## src/rtl/pipeline_hazard_ctrl_if.sv

```systemverilog
// Signal bundle between the pipeline datapath and the hazard/forwarding controller.
// All signals are level-valued every cycle; there is no valid/ready handshake on this bundle.
interface pipeline_hazard_ctrl_if #(
  parameter int REG_AW = 5,
  parameter int CNT_W  = 16
);
  logic [REG_AW-1:0] id_rs1;
  logic [REG_AW-1:0] id_rs2;
  logic              id_uses_rs1;
  logic              id_uses_rs2;
  logic [REG_AW-1:0] ex_rs1;
  logic [REG_AW-1:0] ex_rs2;
  logic [REG_AW-1:0] id_ex_rd;
  logic              id_ex_mem_read;
  logic              id_ex_multicycle;
  logic [REG_AW-1:0] ex_mem_rd;
  logic              ex_mem_reg_write;
  logic [REG_AW-1:0] mem_wb_rd;
  logic              mem_wb_reg_write;
  logic              branch_taken;

  logic [1:0]        forward_a;
  logic [1:0]        forward_b;
  logic              pc_write;
  logic              if_id_write;
  logic              id_ex_write;
  logic              id_ex_bubble;
  logic              ex_mem_bubble;
  logic              if_id_flush;
  logic              id_ex_flush;
  logic              ex_mem_flush;
  logic              mc_busy;
  logic [CNT_W-1:0]  stall_cycles;
  logic [CNT_W-1:0]  flush_events;

  modport master (
    output id_rs1, id_rs2, id_uses_rs1, id_uses_rs2, ex_rs1, ex_rs2, id_ex_rd,
           id_ex_mem_read, id_ex_multicycle, ex_mem_rd, ex_mem_reg_write,
           mem_wb_rd, mem_wb_reg_write, branch_taken,
    input  forward_a, forward_b, pc_write, if_id_write, id_ex_write, id_ex_bubble,
           ex_mem_bubble, if_id_flush, id_ex_flush, ex_mem_flush, mc_busy,
           stall_cycles, flush_events
  );

  modport slave (
    input  id_rs1, id_rs2, id_uses_rs1, id_uses_rs2, ex_rs1, ex_rs2, id_ex_rd,
           id_ex_mem_read, id_ex_multicycle, ex_mem_rd, ex_mem_reg_write,
           mem_wb_rd, mem_wb_reg_write, branch_taken,
    output forward_a, forward_b, pc_write, if_id_write, id_ex_write, id_ex_bubble,
           ex_mem_bubble, if_id_flush, id_ex_flush, ex_mem_flush, mc_busy,
           stall_cycles, flush_events
  );
endinterface

```

## src/rtl/pipeline_hazard_ctrl.sv

```systemverilog
// Hazard and forwarding controller for a 5-stage pipeline: operand forwarding,
// load-use stall, multi-cycle EX freeze, taken-branch flush and perf counters.
module pipeline_hazard_ctrl #(
  parameter int REG_AW     = 5,
  parameter int MC_LATENCY = 4,
  parameter int BR_STAGE   = 3,
  parameter int CNT_W      = 16
) (
  input  logic                   clk,
  input  logic                   reset,
  pipeline_hazard_ctrl_if.slave  bus,
  output logic                   dbg_state_o
);

  typedef enum logic {RUN = 1'b0, MC_WAIT = 1'b1} state_t;

  localparam int              MC_W      = (MC_LATENCY > 2) ? $clog2(MC_LATENCY - 1) : 1;
  localparam logic [MC_W-1:0] MC_LOAD   = MC_W'((MC_LATENCY > 1) ? (MC_LATENCY - 2) : 0);
  localparam bit              MC_EN     = (MC_LATENCY > 1);
  localparam bit              BR_IN_MEM = (BR_STAGE == 3);

  state_t            state_q, state_d;
  logic [MC_W-1:0]   mc_cnt_q, mc_cnt_d;
  logic [CNT_W-1:0]  stall_q, stall_d;
  logic [CNT_W-1:0]  flush_q, flush_d;
  logic              freeze;
  logic              load_use;
  logic              pc_write_c;

  // EX/MEM result is younger than MEM/WB, so it wins when both match.
  function automatic logic [1:0] fwd_sel(input logic [REG_AW-1:0] src,
                                         input logic [REG_AW-1:0] exm_rd,
                                         input logic              exm_we,
                                         input logic [REG_AW-1:0] wb_rd,
                                         input logic              wb_we);
    logic [1:0] sel;
    sel = 2'b00;
    if (exm_we && (exm_rd != '0) && (exm_rd == src)) begin
      sel = 2'b10;
    end else if (wb_we && (wb_rd != '0) && (wb_rd == src)) begin
      sel = 2'b01;
    end
    return sel;
  endfunction

  assign bus.forward_a = fwd_sel(bus.ex_rs1, bus.ex_mem_rd, bus.ex_mem_reg_write,
                                 bus.mem_wb_rd, bus.mem_wb_reg_write);
  assign bus.forward_b = fwd_sel(bus.ex_rs2, bus.ex_mem_rd, bus.ex_mem_reg_write,
                                 bus.mem_wb_rd, bus.mem_wb_reg_write);

  always_comb begin
    state_d  = state_q;
    mc_cnt_d = mc_cnt_q;
    freeze   = 1'b0;
    case (state_q)
      RUN: begin
        if (!bus.branch_taken && bus.id_ex_multicycle && MC_EN) begin
          freeze   = 1'b1;
          mc_cnt_d = MC_LOAD;
          state_d  = MC_WAIT;
        end
      end
      MC_WAIT: begin
        if (bus.branch_taken) begin
          mc_cnt_d = '0;
          state_d  = RUN;
        end else if (mc_cnt_q != '0) begin
          freeze   = 1'b1;
          mc_cnt_d = mc_cnt_q - MC_W'(1);
        end else begin
          // Release cycle: the op leaves EX at the next edge without re-triggering.
          state_d = RUN;
        end
      end
      default: state_d = RUN;
    endcase
  end

  always_comb begin
    load_use = (state_q == RUN) && !freeze && !bus.branch_taken &&
               bus.id_ex_mem_read && (bus.id_ex_rd != '0) &&
               ((bus.id_uses_rs1 && (bus.id_rs1 == bus.id_ex_rd)) ||
                (bus.id_uses_rs2 && (bus.id_rs2 == bus.id_ex_rd)));

    pc_write_c        = !(freeze || load_use);
    bus.pc_write      = pc_write_c;
    bus.if_id_write   = pc_write_c;
    bus.id_ex_write   = !freeze;
    bus.id_ex_bubble  = load_use;
    bus.ex_mem_bubble = freeze;
    bus.if_id_flush   = bus.branch_taken;
    bus.id_ex_flush   = bus.branch_taken;
    bus.ex_mem_flush  = bus.branch_taken && BR_IN_MEM;
  end

  always_comb begin
    stall_d = stall_q;
    flush_d = flush_q;
    if (!pc_write_c && !(&stall_q)) stall_d = stall_q + CNT_W'(1);
    if (bus.branch_taken && !(&flush_q)) flush_d = flush_q + CNT_W'(1);
  end

  always_ff @(posedge clk or negedge reset) begin
    if (!reset) begin
      state_q  <= RUN;
      mc_cnt_q <= '0;
      stall_q  <= '0;
      flush_q  <= '0;
    end else begin
      state_q  <= state_d;
      mc_cnt_q <= mc_cnt_d;
      stall_q  <= stall_d;
      flush_q  <= flush_d;
    end
  end

  assign bus.mc_busy      = (state_q == MC_WAIT);
  assign bus.stall_cycles = stall_q;
  assign bus.flush_events = flush_q;
  assign dbg_state_o      = state_q;

endmodule

```

## src/flat_wrapper.sv

```systemverilog
// flat-port wrapper written by rule: the top's interface ports become plain ports
module pipeline_hazard_ctrl_flat 
#(
  parameter int REG_AW     = 5,
  parameter int MC_LATENCY = 4,
  parameter int BR_STAGE   = 3,
  parameter int CNT_W      = 16
)
  (clk, reset, dbg_state_o, bus_id_rs1, bus_id_rs2, bus_id_uses_rs1, bus_id_uses_rs2, bus_ex_rs1, bus_ex_rs2, bus_id_ex_rd, bus_id_ex_mem_read, bus_id_ex_multicycle, bus_ex_mem_rd, bus_ex_mem_reg_write, bus_mem_wb_rd, bus_mem_wb_reg_write, bus_branch_taken, bus_forward_a, bus_forward_b, bus_pc_write, bus_if_id_write, bus_id_ex_write, bus_id_ex_bubble, bus_ex_mem_bubble, bus_if_id_flush, bus_id_ex_flush, bus_ex_mem_flush, bus_mc_busy, bus_stall_cycles, bus_flush_events);
  pipeline_hazard_ctrl_if #(.REG_AW(REG_AW), .CNT_W(CNT_W)) bus_i ();
  input  logic clk;
  input  logic reset;
  output logic dbg_state_o;
  input wire logic [$bits(bus_i.id_rs1)-1:0] bus_id_rs1;
  input wire logic [$bits(bus_i.id_rs2)-1:0] bus_id_rs2;
  input wire logic [$bits(bus_i.id_uses_rs1)-1:0] bus_id_uses_rs1;
  input wire logic [$bits(bus_i.id_uses_rs2)-1:0] bus_id_uses_rs2;
  input wire logic [$bits(bus_i.ex_rs1)-1:0] bus_ex_rs1;
  input wire logic [$bits(bus_i.ex_rs2)-1:0] bus_ex_rs2;
  input wire logic [$bits(bus_i.id_ex_rd)-1:0] bus_id_ex_rd;
  input wire logic [$bits(bus_i.id_ex_mem_read)-1:0] bus_id_ex_mem_read;
  input wire logic [$bits(bus_i.id_ex_multicycle)-1:0] bus_id_ex_multicycle;
  input wire logic [$bits(bus_i.ex_mem_rd)-1:0] bus_ex_mem_rd;
  input wire logic [$bits(bus_i.ex_mem_reg_write)-1:0] bus_ex_mem_reg_write;
  input wire logic [$bits(bus_i.mem_wb_rd)-1:0] bus_mem_wb_rd;
  input wire logic [$bits(bus_i.mem_wb_reg_write)-1:0] bus_mem_wb_reg_write;
  input wire logic [$bits(bus_i.branch_taken)-1:0] bus_branch_taken;
  output wire logic [$bits(bus_i.forward_a)-1:0] bus_forward_a;
  output wire logic [$bits(bus_i.forward_b)-1:0] bus_forward_b;
  output wire logic [$bits(bus_i.pc_write)-1:0] bus_pc_write;
  output wire logic [$bits(bus_i.if_id_write)-1:0] bus_if_id_write;
  output wire logic [$bits(bus_i.id_ex_write)-1:0] bus_id_ex_write;
  output wire logic [$bits(bus_i.id_ex_bubble)-1:0] bus_id_ex_bubble;
  output wire logic [$bits(bus_i.ex_mem_bubble)-1:0] bus_ex_mem_bubble;
  output wire logic [$bits(bus_i.if_id_flush)-1:0] bus_if_id_flush;
  output wire logic [$bits(bus_i.id_ex_flush)-1:0] bus_id_ex_flush;
  output wire logic [$bits(bus_i.ex_mem_flush)-1:0] bus_ex_mem_flush;
  output wire logic [$bits(bus_i.mc_busy)-1:0] bus_mc_busy;
  output wire logic [$bits(bus_i.stall_cycles)-1:0] bus_stall_cycles;
  output wire logic [$bits(bus_i.flush_events)-1:0] bus_flush_events;
  assign bus_i.id_rs1 = bus_id_rs1;
  assign bus_i.id_rs2 = bus_id_rs2;
  assign bus_i.id_uses_rs1 = bus_id_uses_rs1;
  assign bus_i.id_uses_rs2 = bus_id_uses_rs2;
  assign bus_i.ex_rs1 = bus_ex_rs1;
  assign bus_i.ex_rs2 = bus_ex_rs2;
  assign bus_i.id_ex_rd = bus_id_ex_rd;
  assign bus_i.id_ex_mem_read = bus_id_ex_mem_read;
  assign bus_i.id_ex_multicycle = bus_id_ex_multicycle;
  assign bus_i.ex_mem_rd = bus_ex_mem_rd;
  assign bus_i.ex_mem_reg_write = bus_ex_mem_reg_write;
  assign bus_i.mem_wb_rd = bus_mem_wb_rd;
  assign bus_i.mem_wb_reg_write = bus_mem_wb_reg_write;
  assign bus_i.branch_taken = bus_branch_taken;
  assign bus_forward_a = bus_i.forward_a;
  assign bus_forward_b = bus_i.forward_b;
  assign bus_pc_write = bus_i.pc_write;
  assign bus_if_id_write = bus_i.if_id_write;
  assign bus_id_ex_write = bus_i.id_ex_write;
  assign bus_id_ex_bubble = bus_i.id_ex_bubble;
  assign bus_ex_mem_bubble = bus_i.ex_mem_bubble;
  assign bus_if_id_flush = bus_i.if_id_flush;
  assign bus_id_ex_flush = bus_i.id_ex_flush;
  assign bus_ex_mem_flush = bus_i.ex_mem_flush;
  assign bus_mc_busy = bus_i.mc_busy;
  assign bus_stall_cycles = bus_i.stall_cycles;
  assign bus_flush_events = bus_i.flush_events;
  pipeline_hazard_ctrl #(.REG_AW(REG_AW), .MC_LATENCY(MC_LATENCY), .BR_STAGE(BR_STAGE), .CNT_W(CNT_W)) u_core (.clk(clk), .reset(reset), .bus(bus_i), .dbg_state_o(dbg_state_o));
endmodule
```

## config.mk

```make
export PLATFORM = sky130hd
export DESIGN_NAME = pipeline_hazard_ctrl_flat
export DESIGN_NICKNAME = d
export VERILOG_FILES = /design/src/rtl/pipeline_hazard_ctrl_if.sv /design/src/rtl/pipeline_hazard_ctrl.sv /design/src/flat_wrapper.sv
export SDC_FILE = /design/constraint.sdc
export NUM_CORES = 1
export LEC_CHECK = 0
export ABC_CLOCK_PERIOD_IN_PS = 2210
export BUFFER_PORTS_ARGS = -buffer_cell sky130_fd_sc_hd__buf_2
export CAP_MARGIN = 20
export CORE_UTILIZATION = 31
export CTS_CLUSTER_SIZE = 10
export DETAILED_ROUTE_END_ITERATION = 7
export PLACE_DENSITY = 0.57
export SETUP_SLACK_MARGIN = 0.2
export SYNTH_ARGS = -nofsm -noshare
export SYNTH_HDL_FRONTEND = slang
export SYNTH_SLANG_ARGS = --single-unit
```

## constraint.sdc

```tcl
create_clock -name clk -period 2.21 [get_ports clk]
set_input_delay 0.442 -clock clk [delete_from_list [all_inputs] [get_ports clk]]
set_output_delay 0.442 -clock clk [all_outputs]
set_load 0.005 [all_outputs]
```

### After elaboration in Yosys (flattened, before gate mapping)

Index checks and enable logic that the tools add are counted.

* $mul: 0
* reduce and logical (&&, ||, !) cells: 30
* muxes and demuxes: 12
* shifts and indexed selects: 0
* bitwise operators: 1
* equal/unequal tests: 8
* magnitude comparators: 0
* add/sub/neg operators: 3
* divide/modulo/power cells: 0

Operators with widths (number)
* adder 16 x 1 -> 16 bit, second input constant: 2
* AND reduction 16 bit: 2
* == test 5 bit: 6
* logical AND 1 bit: 16
* nonzero test 5 bit: 3
* 2-to-1 mux 2 bit: 5
* logical NOT 1 bit: 5
* 2-to-1 mux 1 bit: 5
* case mux 2 bit (2 select lines): 1
* inequality test 3 bit, second input constant: 1
* logical OR 1 bit: 2
* inequality test 2 x 1 -> 1 bit, second input constant: 1
* case mux 1 bit (2 select lines): 1
* AND reduction 2 bit: 1
* nonzero test 2 bit: 1
* subtractor 2 x 1 -> 2 bit, second input constant: 1
* inverter 1 bit: 1

* input port bits: 44
* bits in latches: 0
* register bits after elaboration: 35
* memories: 0
* bits in read-only memories: 0
* RAM bits: 0
* logic and storage cells: 58
* output and inout port bits: 46

### Logic depth before layout (Yosys ltp)

Gate-level depths: netlist of the first run.

* depth in word-level cells: 12
* mapped depth: 8
* depth with buffers taken out: 7

### Least setup slack after synthesis of the first run

OpenSTA, ideal clock, no wires.

* path kind: input to output
* start: input port bus_ex_mem_rd[1]
* end: output port bus_forward_a[0]
* arrival: 1569 ps
* path buffers: 0
* required time: 1768 ps
* stages: 4
* slack: 199 ps
* cell sequence: or4_1 -> o21ai_0 -> nor4_1 -> nor4_1

* longest elaborated chain between the ends: 4
* elaborated cells between the ends (all ways): 5
* those cells by class: eq/ne: 1; mux: 1; reduce/logical: 3

RTL lines
* from (decl): line flat_wrapper.sv:23 `input wire logic [$bits(bus_i.ex_mem_rd)-1:0] bus_ex_mem_rd;`
* nonzero test 5 bit: line pipeline_hazard_ctrl.sv:38 `if (exm_we && (exm_rd != '0) && (exm_rd == src)) begin`
* logical AND 1 bit: line pipeline_hazard_ctrl.sv:38
* logical AND 1 bit (*): line pipeline_hazard_ctrl.sv:38
* 2-to-1 mux 2 bit (*): line pipeline_hazard_ctrl.sv:38
* to (decl): line flat_wrapper.sv:28 `output wire logic [$bits(bus_i.forward_a)-1:0] bus_forward_a;`

Every way passes the cells marked *; elsewhere a longest branch is shown, timed or not.

### Final worst setup path of the first run

* start: input port bus_mem_wb_rd[0]
* end: output port bus_forward_a[0]

* longest elaborated chain between the ends: 5
* elaborated cells between the ends (all ways): 6
* those cells by class: eq/ne: 1; mux: 2; reduce/logical: 3

RTL lines
* from (decl): line flat_wrapper.sv:25 `input wire logic [$bits(bus_i.mem_wb_rd)-1:0] bus_mem_wb_rd;`
* nonzero test 5 bit: line pipeline_hazard_ctrl.sv:40 `end else if (wb_we && (wb_rd != '0) && (wb_rd == src)) begin`
* logical AND 1 bit: line pipeline_hazard_ctrl.sv:40
* logical AND 1 bit (*): line pipeline_hazard_ctrl.sv:40
* 2-to-1 mux 1 bit (*): line pipeline_hazard_ctrl.sv:40
* 2-to-1 mux 2 bit (*): line pipeline_hazard_ctrl.sv:38

Marks and branches as above.

==> flow_summary.ini, run 1 <==
[run_status]
outcome = finished, violations left
violations = design-rule violations

[setup_path]
crit_type = in2out
cp.depth = 6
max_stage_delay_ps = 530
crit_required_ps = 1770
r2r_cells = 9
rr_endpoint = u_core.bus.stall_cycles[14]
critical_path_peak_fanout = 3
cp_slowest_cell = or4_1
cpLargestDelayFamily = simple AND/OR/NAND/NOR gates
startpoint = bus_mem_wb_rd[0]
ff2ff_setup_slack_ps = 290
end_kind = output port
start_kind = primary input
reg2reg_from = u_core.mc_cnt_q[0]
path_buf_inv = 2
path_cells = buf_2 -> or4_1 -> o21ai_1 -> or4_1 -> nor4_2 -> buf_2
arrival_ps = 1640

[clock_tree]
clk_pin_slew_worst_paths_ps = 70
clockBufferDepth = 2
numCtsBuffers = 5
clk_latency_ps = 280
cts_root_buf = clkbuf_8
cts.htree.levels = 2
cts_tree = done
cts.sinks = 35

[routing]
drt-initial-drc-count = 69
routed_wl_um = 5049
ant_nets = 0
routed_via_density = 4.832
drc_errors = 9
via_count = 1894
wl_per_cell_um = 12.88
dr.pass1.iters = 7

[timing]
hold_viol_final = 0
finalCritPeriodShare = 0.9431
slew-limit-headroom = 0.4713
fmax_ghz = 0.4798
grt_setup_unrepaired = true
finalClockSkew_ps = 3.360
drv_slew = 0
period_minus_slack_ps = 2084
max_slew.worst_pin.slew_ps = 793.0
report.final.setup_viol = 0
fin_tns_setup_ps = 0

[pwr]
p_leak_nw = 1.461
power_density_mw_per_mm2 = 697.8
peakVddDrop_v = 0.0002467

[die]
die-area_mm2 = 0.007184
die_h_um = 84.76
dieWidth_um = 84.76
initial_core_util = 0.3269
core-area_mm2 = 0.006495
num_io_pins = 90
fp-row-count = 29

[cells_and_area]
num-nets-final = 362
utilization = 0.4554
area_growth_pct = 39.30
antenna_cells = 0
drive_above_1_share = 0.4413

[global_routing]
grt_pass1_vias = 1850
antenna_found_initial = 0
grt_first_pass_wirelength_um = 8473
grt_usage = 0.1484
grt_max_degree = 36
grt.overflow.total = 0

[run]
drv_cap = 0

[logic_synthesis]
yosys_warnings = 0
synth_area_leaders = dfrtp_1, xnor2_1, xor2_1, nand2_1, nand4_1
synth-seq-area-share = 0.4125
synth_area_mm2 = 0.002123
ys_dominant_reg_cell = dfrtp_1
synth_top_area_cell = dfrtp_1
synth_nets = 257
synthArstFlopShare = 1.000
yosysTopAreaCellShare = 0.4125
ys_types = 40
synthTopCellsByCount = xnor2_1, dfrtp_1, xor2_1
ys_seq_elements = 35
synth_edf_count = 0
synth.avg_cell_area_um2 = 10.11
synth_most_common_cell = xnor2_1
synthCells = 210

[placement]
place_congestion = 0.7553
portBuffers = 89
place_hpwl_um = 3831

[min_path]
hold_path_class = in2async
[worst max-delay path by stage]
| stage | slack [ps] | endpoint |
|---|---|---|
| after floorplan | 200 | bus_pc_write |
| after global placement | 60 | bus_pc_write |
| after detailed placement | 30 | bus_if_id_write |
| after CTS | 80 | bus_forward_a[0] |
| after global routing | 60 | bus_forward_a[0] |
| final | 130 | bus_forward_a[0] |
[registers in the layout, summed over array words and instances, names as in the netlist]
signal	count
u_core.bus.mc_busy	1
u_core.bus.flush_events	16
u_core.mc_cnt_q	2
u_core.bus.stall_cycles	16
[kinds of logic (layout without fill, tap and decap cells)]
kind of cell	after synthesis	in the layout	synth area share
DFF	35	35	0.4125
xor gates and xnor gates	59	59	0.2434
muxes	3	3	0.01591
AOI/OAI and AO/OA	16	16	0.05893
adders and majority gates	3	3	0.01768
buffers and inverters	17	122	0.04596
and+or+nand+nor	77	77	0.2057
[power breakdown]
group / internal (mW) / total, mW / switching, mW
clock: 0.244 / 0.463 / 0.219
sequential: 0.761 / 0.885 / 0.125
combinational: 0.393 / 0.715 / 0.322
total: 1.40 / 2.06 / 0.665
[through the flow]
step	cell area, um2	hold slack [ps]	std cells	power (mW)	setup slack (ps)
final	2958	240.5	392	2.064	125.7
after global routing	2958	293.8	392	2.218	63.60
after floorplan	2123	146.4	210	1.231	200.2
after detailed placement	2661	481.1	376	1.499	27.18
after CTS	2835	264.3	388	2.012	81.90
after global placement	2661	476.9	376	1.483	56.11
[area by class of cell]
cell class | count | area [um2]
Clock buffer | 6 | 82.58
Clock inverter | 1 | 5.005
Fill cell | 639 | 3537
Inverter | 9 | 33.78
Multi-Input combinational cell | 158 | 1240
Sequential cell | 35 | 875.8
Tap cell | 77 | 96.34
Timing Repair Buffer | 106 | 624.3
[cell usage in the layout, fill, tap and decap left out, drive strengths merged, types with 2 or more instances in the layout]
master | Yosys | final
nor2 | 11 | 11
and2 | 2 | 2
nor3 | 4 | 4
inv | 9 | 9
nor4 | 4 | 4
o22ai | 2 | 2
dfrtp | 35 | 35
and4 | 4 | 4
ha | 3 | 3
nand4 | 11 | 11
buf | 7 | 106
o21ai | 5 | 5
or4 | 5 | 5
clkbuf | 1 | 6
and3 | 6 | 6
xnor2 | 37 | 37
xor2 | 22 | 22
nand2 | 19 | 19
mux2 | 3 | 3
nand3 | 9 | 9
[what timing repair did]
item / CTS / global route
setup endpoints to repair: 7 / 12
pin swaps: 9 / 6
buffers inserted: 5 / 4
endpoints found under the hold margin: 0 / 0
hold buffers: 0 / 0
resized for setup: 14 / 20
[metal layers]
layer / track usage / part of all wire / vias to the layer above
met5: 0 / 0 / -
met4: 0.05547 / 0.014 / 0
met3: 0.03441 / 0.065 / 6
met2: 0.2513 / 0.48 / 70
met1: 0.1843 / 0.44 / 882
li1: - / - / 936
Note: power is estimated with default switching activity, not from simulation.
==> run 2, diff against run 1 <==
Settings changed: CTS_BUF_LIST set to sky130_fd_sc_hd__clkbuf_2.
==> run 2 against run 1 <==
Effect of this change: the run still ends with design-rule violations left; maximum frequency shrank 1.1%; clock-buffer cell count shrank 1; first-iteration DRC count shrank 29%; sequential power is essentially flat; sequential share of layout area grew 0.32 points; clock power shrank 41%; wire length grew 0.73%; utilization shrank 0.42 points; sequential cell count is the same; via count grew 2.0%; critical path type unchanged; critical endpoint is now bus_if_id_write.
==> flow_summary.ini, run 2 (synthesis gave the netlist of run 1 again) <==
[die]
fp-row-count = 29
num_io_pins = 90
core-area_mm2 = 0.006495
die_h_um = 84.76
initial_core_util = 0.3269
dieWidth_um = 84.76
die-area_mm2 = 0.007184

[routing]
drt-initial-drc-count = 49
drc_errors = 9
wl_per_cell_um = 12.88
via_count = 1931
dr.pass1.iters = 6
routed_wl_um = 5086
ant_nets = 0
routed_via_density = 4.889

[timing]
report.final.setup_viol = 0
hold_viol_final = 0
period_minus_slack_ps = 2108
fin_ws_ps = 102.4
finalClockSkew_ps = 10.62
slew-limit-headroom = 0.4724
max_slew.worst_pin.slew_ps = 791.5
fin_tns_setup_ps = 0
drv_slew = 0
fmax_ghz = 0.4745
finalCritPeriodShare = 0.9537
grt_setup_unrepaired = true

[global_routing]
grt_first_pass_wirelength_um = 8576
grt_max_degree = 36
grt.overflow.total = 0
grt_usage = 0.1507
grt_pass1_vias = 1872
antenna_found_initial = 0

[clock_tree]
clk_latency_ps = 370
cts_tree = done
clk_pin_slew_worst_paths_ps = 170
cts_root_buf = clkbuf_2
clockBufferDepth = 2
numCtsBuffers = 5
cts.htree.levels = 2
cts.sinks = 35

[cells_and_area]
nFillCells = 643
utilization = 0.4512
drive_above_1_share = 0.4497
final_common_cell = buf_2
area_growth_pct = 38.01
num-nets-final = 365
layout_common_cells = buf_2, xnor2_1, dfrtp_1, xor2_1, nand2_1
final_cells = 395
antenna_cells = 0

[pwr]
peakVddDrop_v = 0.0002488
p_total_mw = 1.907
power_density_mw_per_mm2 = 650.7
p_leak_nw = 1.465

[setup_path]
cpLargestDelayFamily = simple AND/OR/NAND/NOR gates
crit_required_ps = 1770
cp_slowest_cell = or4_4
path_buf_inv = 3
max_stage_delay_ps = 520
path_cells = buf_8 -> or4_4 -> o2111ai_2 -> inv_2 -> a21oi_4 -> buf_2
start_kind = primary input
end_kind = output port
critical_path_peak_fanout = 3
crit_type = in2out
arrival_ps = 1670

[run_status]
outcome = finished, violations left
violations = design-rule violations

[placement]
place_congestion = 0.7553
place_hpwl_um = 3831
pre_cts_ws_ps = 27.18
portBuffers = 89
post-place-cells = 376

[run]
drv_cap = 0

[min_path]
hold_path_class = in2async
## run 2: per-stage QoR
step                cell area (um2)  hold slack, ps
finish                         2930           127.8
global route                   2930           127.2
CTS                            2830           119.8
detailed placement             2661           481.1
global placement               2661           476.9
floorplan                      2123           146.4
## run 2: layer usage
| layer | track usage | wire (um) |
|---|---|---|
| met1 | 0.1861 | 2254 |
| met4 | 0.05085 | 70 |
| met2 | 0.2565 | 2416 |
| met5 | 0 | 0 |
| met3 | 0.03835 | 345 |
## run 2: final timing paths
path,startpoint,end,slack [ps],depth (start not counted)
worst max-delay path,bus_id_ex_rd[4],bus_if_id_write,100,6
worst min-delay path,reset,u_core.bus.flush_events[0],130,1
worst max register to register,u_core.bus.stall_cycles[0],u_core.bus.stall_cycles[1],230,7
worst min register to register,u_core.bus.flush_events[15],u_core.bus.flush_events[15],500,1
max in group asynchronous,reset,u_core.bus.mc_busy,1540,1
min in group clk,bus_branch_taken,u_core.bus.mc_busy,410,3
## run 2: timing repair
action | CTS | global route
hold buffers | 0 | 0
cloned | 0 | 0
setup buffers | 7 | 5
gates resized for setup | 24 | 14
setup endpoints to repair | 8 | 15
pin swaps | 14 | 6
## run 2: cell type report
class / instances / area [um2] / area share
Clock buffer: 5 / 25.02 / 0.008540
Clock inverter: 2 / 8.758 / 0.002989
Inverter: 9 / 33.78 / 0.01153
Multi-Input combinational cell: 158 / 1237 / 0.4223
Sequential cell: 35 / 877.1 / 0.2993
Tap cell: 77 / 96.34 / 0.03288
Timing Repair Buffer: 109 / 651.9 / 0.2225
## run 2: power breakdown
group          total, mW  switching [mW]  internal (mW)
logic              0.745           0.326          0.419
registers          0.888           0.128          0.760
clock network      0.274           0.207         0.0670
==> run 3, diff against run 2 <==
Settings changed: CTS_BUF_LIST sky130_fd_sc_hd__clkbuf_2 to sky130_fd_sc_hd__clkbuf_4.
==> run 3 against run 2 <==
Effect of this change: the flow still finishes with violations (design-rule violations); sequential power is essentially flat; die area stayed put; cell count up 0.51%; sequential cell count is the same; clock power rose by 18%; design area rose by 1.4%; combinational power up 4.4%; critical path type unchanged; sequential share of layout area is 0.42 points lower; via count rose by 1.1%; clock skew fell by 7.1 ps; maximum frequency up 1.0%; worst hold slack better by 48 ps.
==> flow_summary.ini, run 3 (synthesis gave the netlist of run 1 again) <==
[run_status]
outcome = finished, violations left
violations = design-rule violations

[pwr]
combinationalPowerShare = 0.391
p_clk_frac = 0.163
internal_power_mw = 1.314
switchingPower_mw = 0.6757
peakVddDrop_v = 0.0002496
p_leak_nw = 1.472
p_total_mw = 1.990
power_density_mw_per_mm2 = 669.6
p_sw_frac = 0.3396
power_frac_seq = 0.447

[min_path]
hold_path_class = in2async

[die]
core-area_mm2 = 0.006495
initial_core_util = 0.3269
num_io_pins = 90
dieWidth_um = 84.76
die_h_um = 84.76
die-area_mm2 = 0.007184
fp-row-count = 29

[global_routing]
grt_pass1_vias = 1866
antenna_found_initial = 0
grt_usage = 0.1503
grt_first_pass_wirelength_um = 8542
grt.overflow.total = 0
grt_max_degree = 36

[timing]
fin_ws_ps = 124.2
finalCritPeriodShare = 0.9438
drv_slew = 0
finalClockSkew_ps = 3.501
period_minus_slack_ps = 2086
report.final.setup_viol = 0
max_slew.worst_pin.slew_ps = 792.1
hold_viol_final = 0
fin_tns_setup_ps = 0
grt_setup_unrepaired = true
slew-limit-headroom = 0.4719
fmax_ghz = 0.4794

[clock_tree]
cts_tree = done
cts.sinks = 35
cts_root_buf = clkbuf_4
numCtsBuffers = 5
clk_pin_slew_worst_paths_ps = 100
clockBufferDepth = 2
cts.htree.levels = 2
clk_latency_ps = 330

[cells_and_area]
area_growth_pct = 39.95
design_area_mm2 = 0.002972
drive_above_1_share = 0.4500
antenna_cells = 0
num-nets-final = 367
layout_common_cells = buf_2, xnor2_1, dfrtp_1, xor2_1, buf_4
nFillCells = 642
final_common_cell = buf_2

[setup_path]
cp.depth = 6
start_kind = primary input
cpLargestDelayFamily = simple AND/OR/NAND/NOR gates
r2r_cells = 7
arrival_ps = 1640
ff2ff_setup_slack_ps = 230
crit_required_ps = 1770
max_stage_delay_ps = 540
end_kind = output port
path_buf_inv = 2
crit_type = in2out
cp_slowest_cell = or4_4
critical_path_peak_fanout = 2
path_cells = buf_8 -> or4_4 -> o21ai_4 -> nor4_2 -> nor4_1 -> buf_2

[routing]
drc_errors = 9
via_count = 1952
dr.pass1.iters = 6
wl_per_cell_um = 13.01
routed_wl_um = 5166
drt-initial-drc-count = 52
routed_via_density = 4.917
ant_nets = 0

[placement]
place_hpwl_um = 3831
portBuffers = 89
place_congestion = 0.7553
pre_cts_ws_ps = 27.18
placed_area_mm2 = 0.002661

[run]
drv_cap = 0
[run 3: path summary, 6_finish.rpt]
check                                               to                        start
min in group clk                    u_core.bus.mc_busy             bus_branch_taken
max reg2reg                 u_core.bus.stall_cycles[1]   u_core.bus.stall_cycles[1]
min reg2reg                u_core.bus.flush_events[15]  u_core.bus.flush_events[15]
max                                   bus_forward_b[0]             bus_ex_mem_rd[2]
max in group asynchronous           u_core.bus.mc_busy                        reset
min                         u_core.bus.flush_events[0]                        reset
[run 3: area by class of cell]
type | instances | area, um2 | area share
multi-input combinational | 158 | 1245 | 0.4189
sequential | 35 | 877.1 | 0.2952
timing repair buffer | 111 | 673.1 | 0.2265
tap | 77 | 96.34 | 0.03242
clock buffer | 5 | 37.54 | 0.01263
inverter | 9 | 33.78 | 0.01137
clock inverter | 2 | 8.758 | 0.002947
[run 3: stage by stage]
stage               cells  hold slack, ps    util
floorplan             210           146.4       -
global placement      376           476.9  0.4097
detailed placement    376           481.1  0.4097
CTS                   390           189.3  0.4361
global route          397           214.2  0.4575
finish                397           175.9  0.4575
[run 3: layer usage]
| metal | up-vias | GRT usage | share of wire |
|---|---|---|---|
| met2 | 80 | 0.2557 | 0.47 |
| met4 | 0 | 0.05085 | 0.018 |
| li1 | 948 | - | - |
| met1 | 917 | 0.1855 | 0.44 |
| met3 | 7 | 0.03835 | 0.066 |
| met5 | - | 0 | 0 |
[run 3: power by group through the flow]
| stage | sequential [mW] | combinational, mW | clock, mW |
|---|---|---|---|
| global route | 0.909 | 0.871 | 0.371 |
| finish | 0.889 | 0.778 | 0.323 |
| floorplan | 0.897 | 0.334 | 0 |
| CTS | 0.892 | 0.647 | 0.342 |
| detailed placement | 0.905 | 0.594 | 0 |
| global placement | 0.898 | 0.586 | 0 |
[run 3: repair_timing]
action	in CTS	in global routing
resized for setup	22	17
setup endpoints to repair	8	16
buffers inserted	7	7
hold buffers	0	0
pin swaps	13	7
[run 3: worst register-to-register path: cells and delay by family (launching register included)]
family	cells	cell delay (ps)
flip-flops	1	430
buffers and inverters	1	140
multiplexers	1	300
AND/OR/NAND/NOR	3	530
adder cells (fa/ha/maj)	1	220
AO/OA/AOI/OAI	1	280
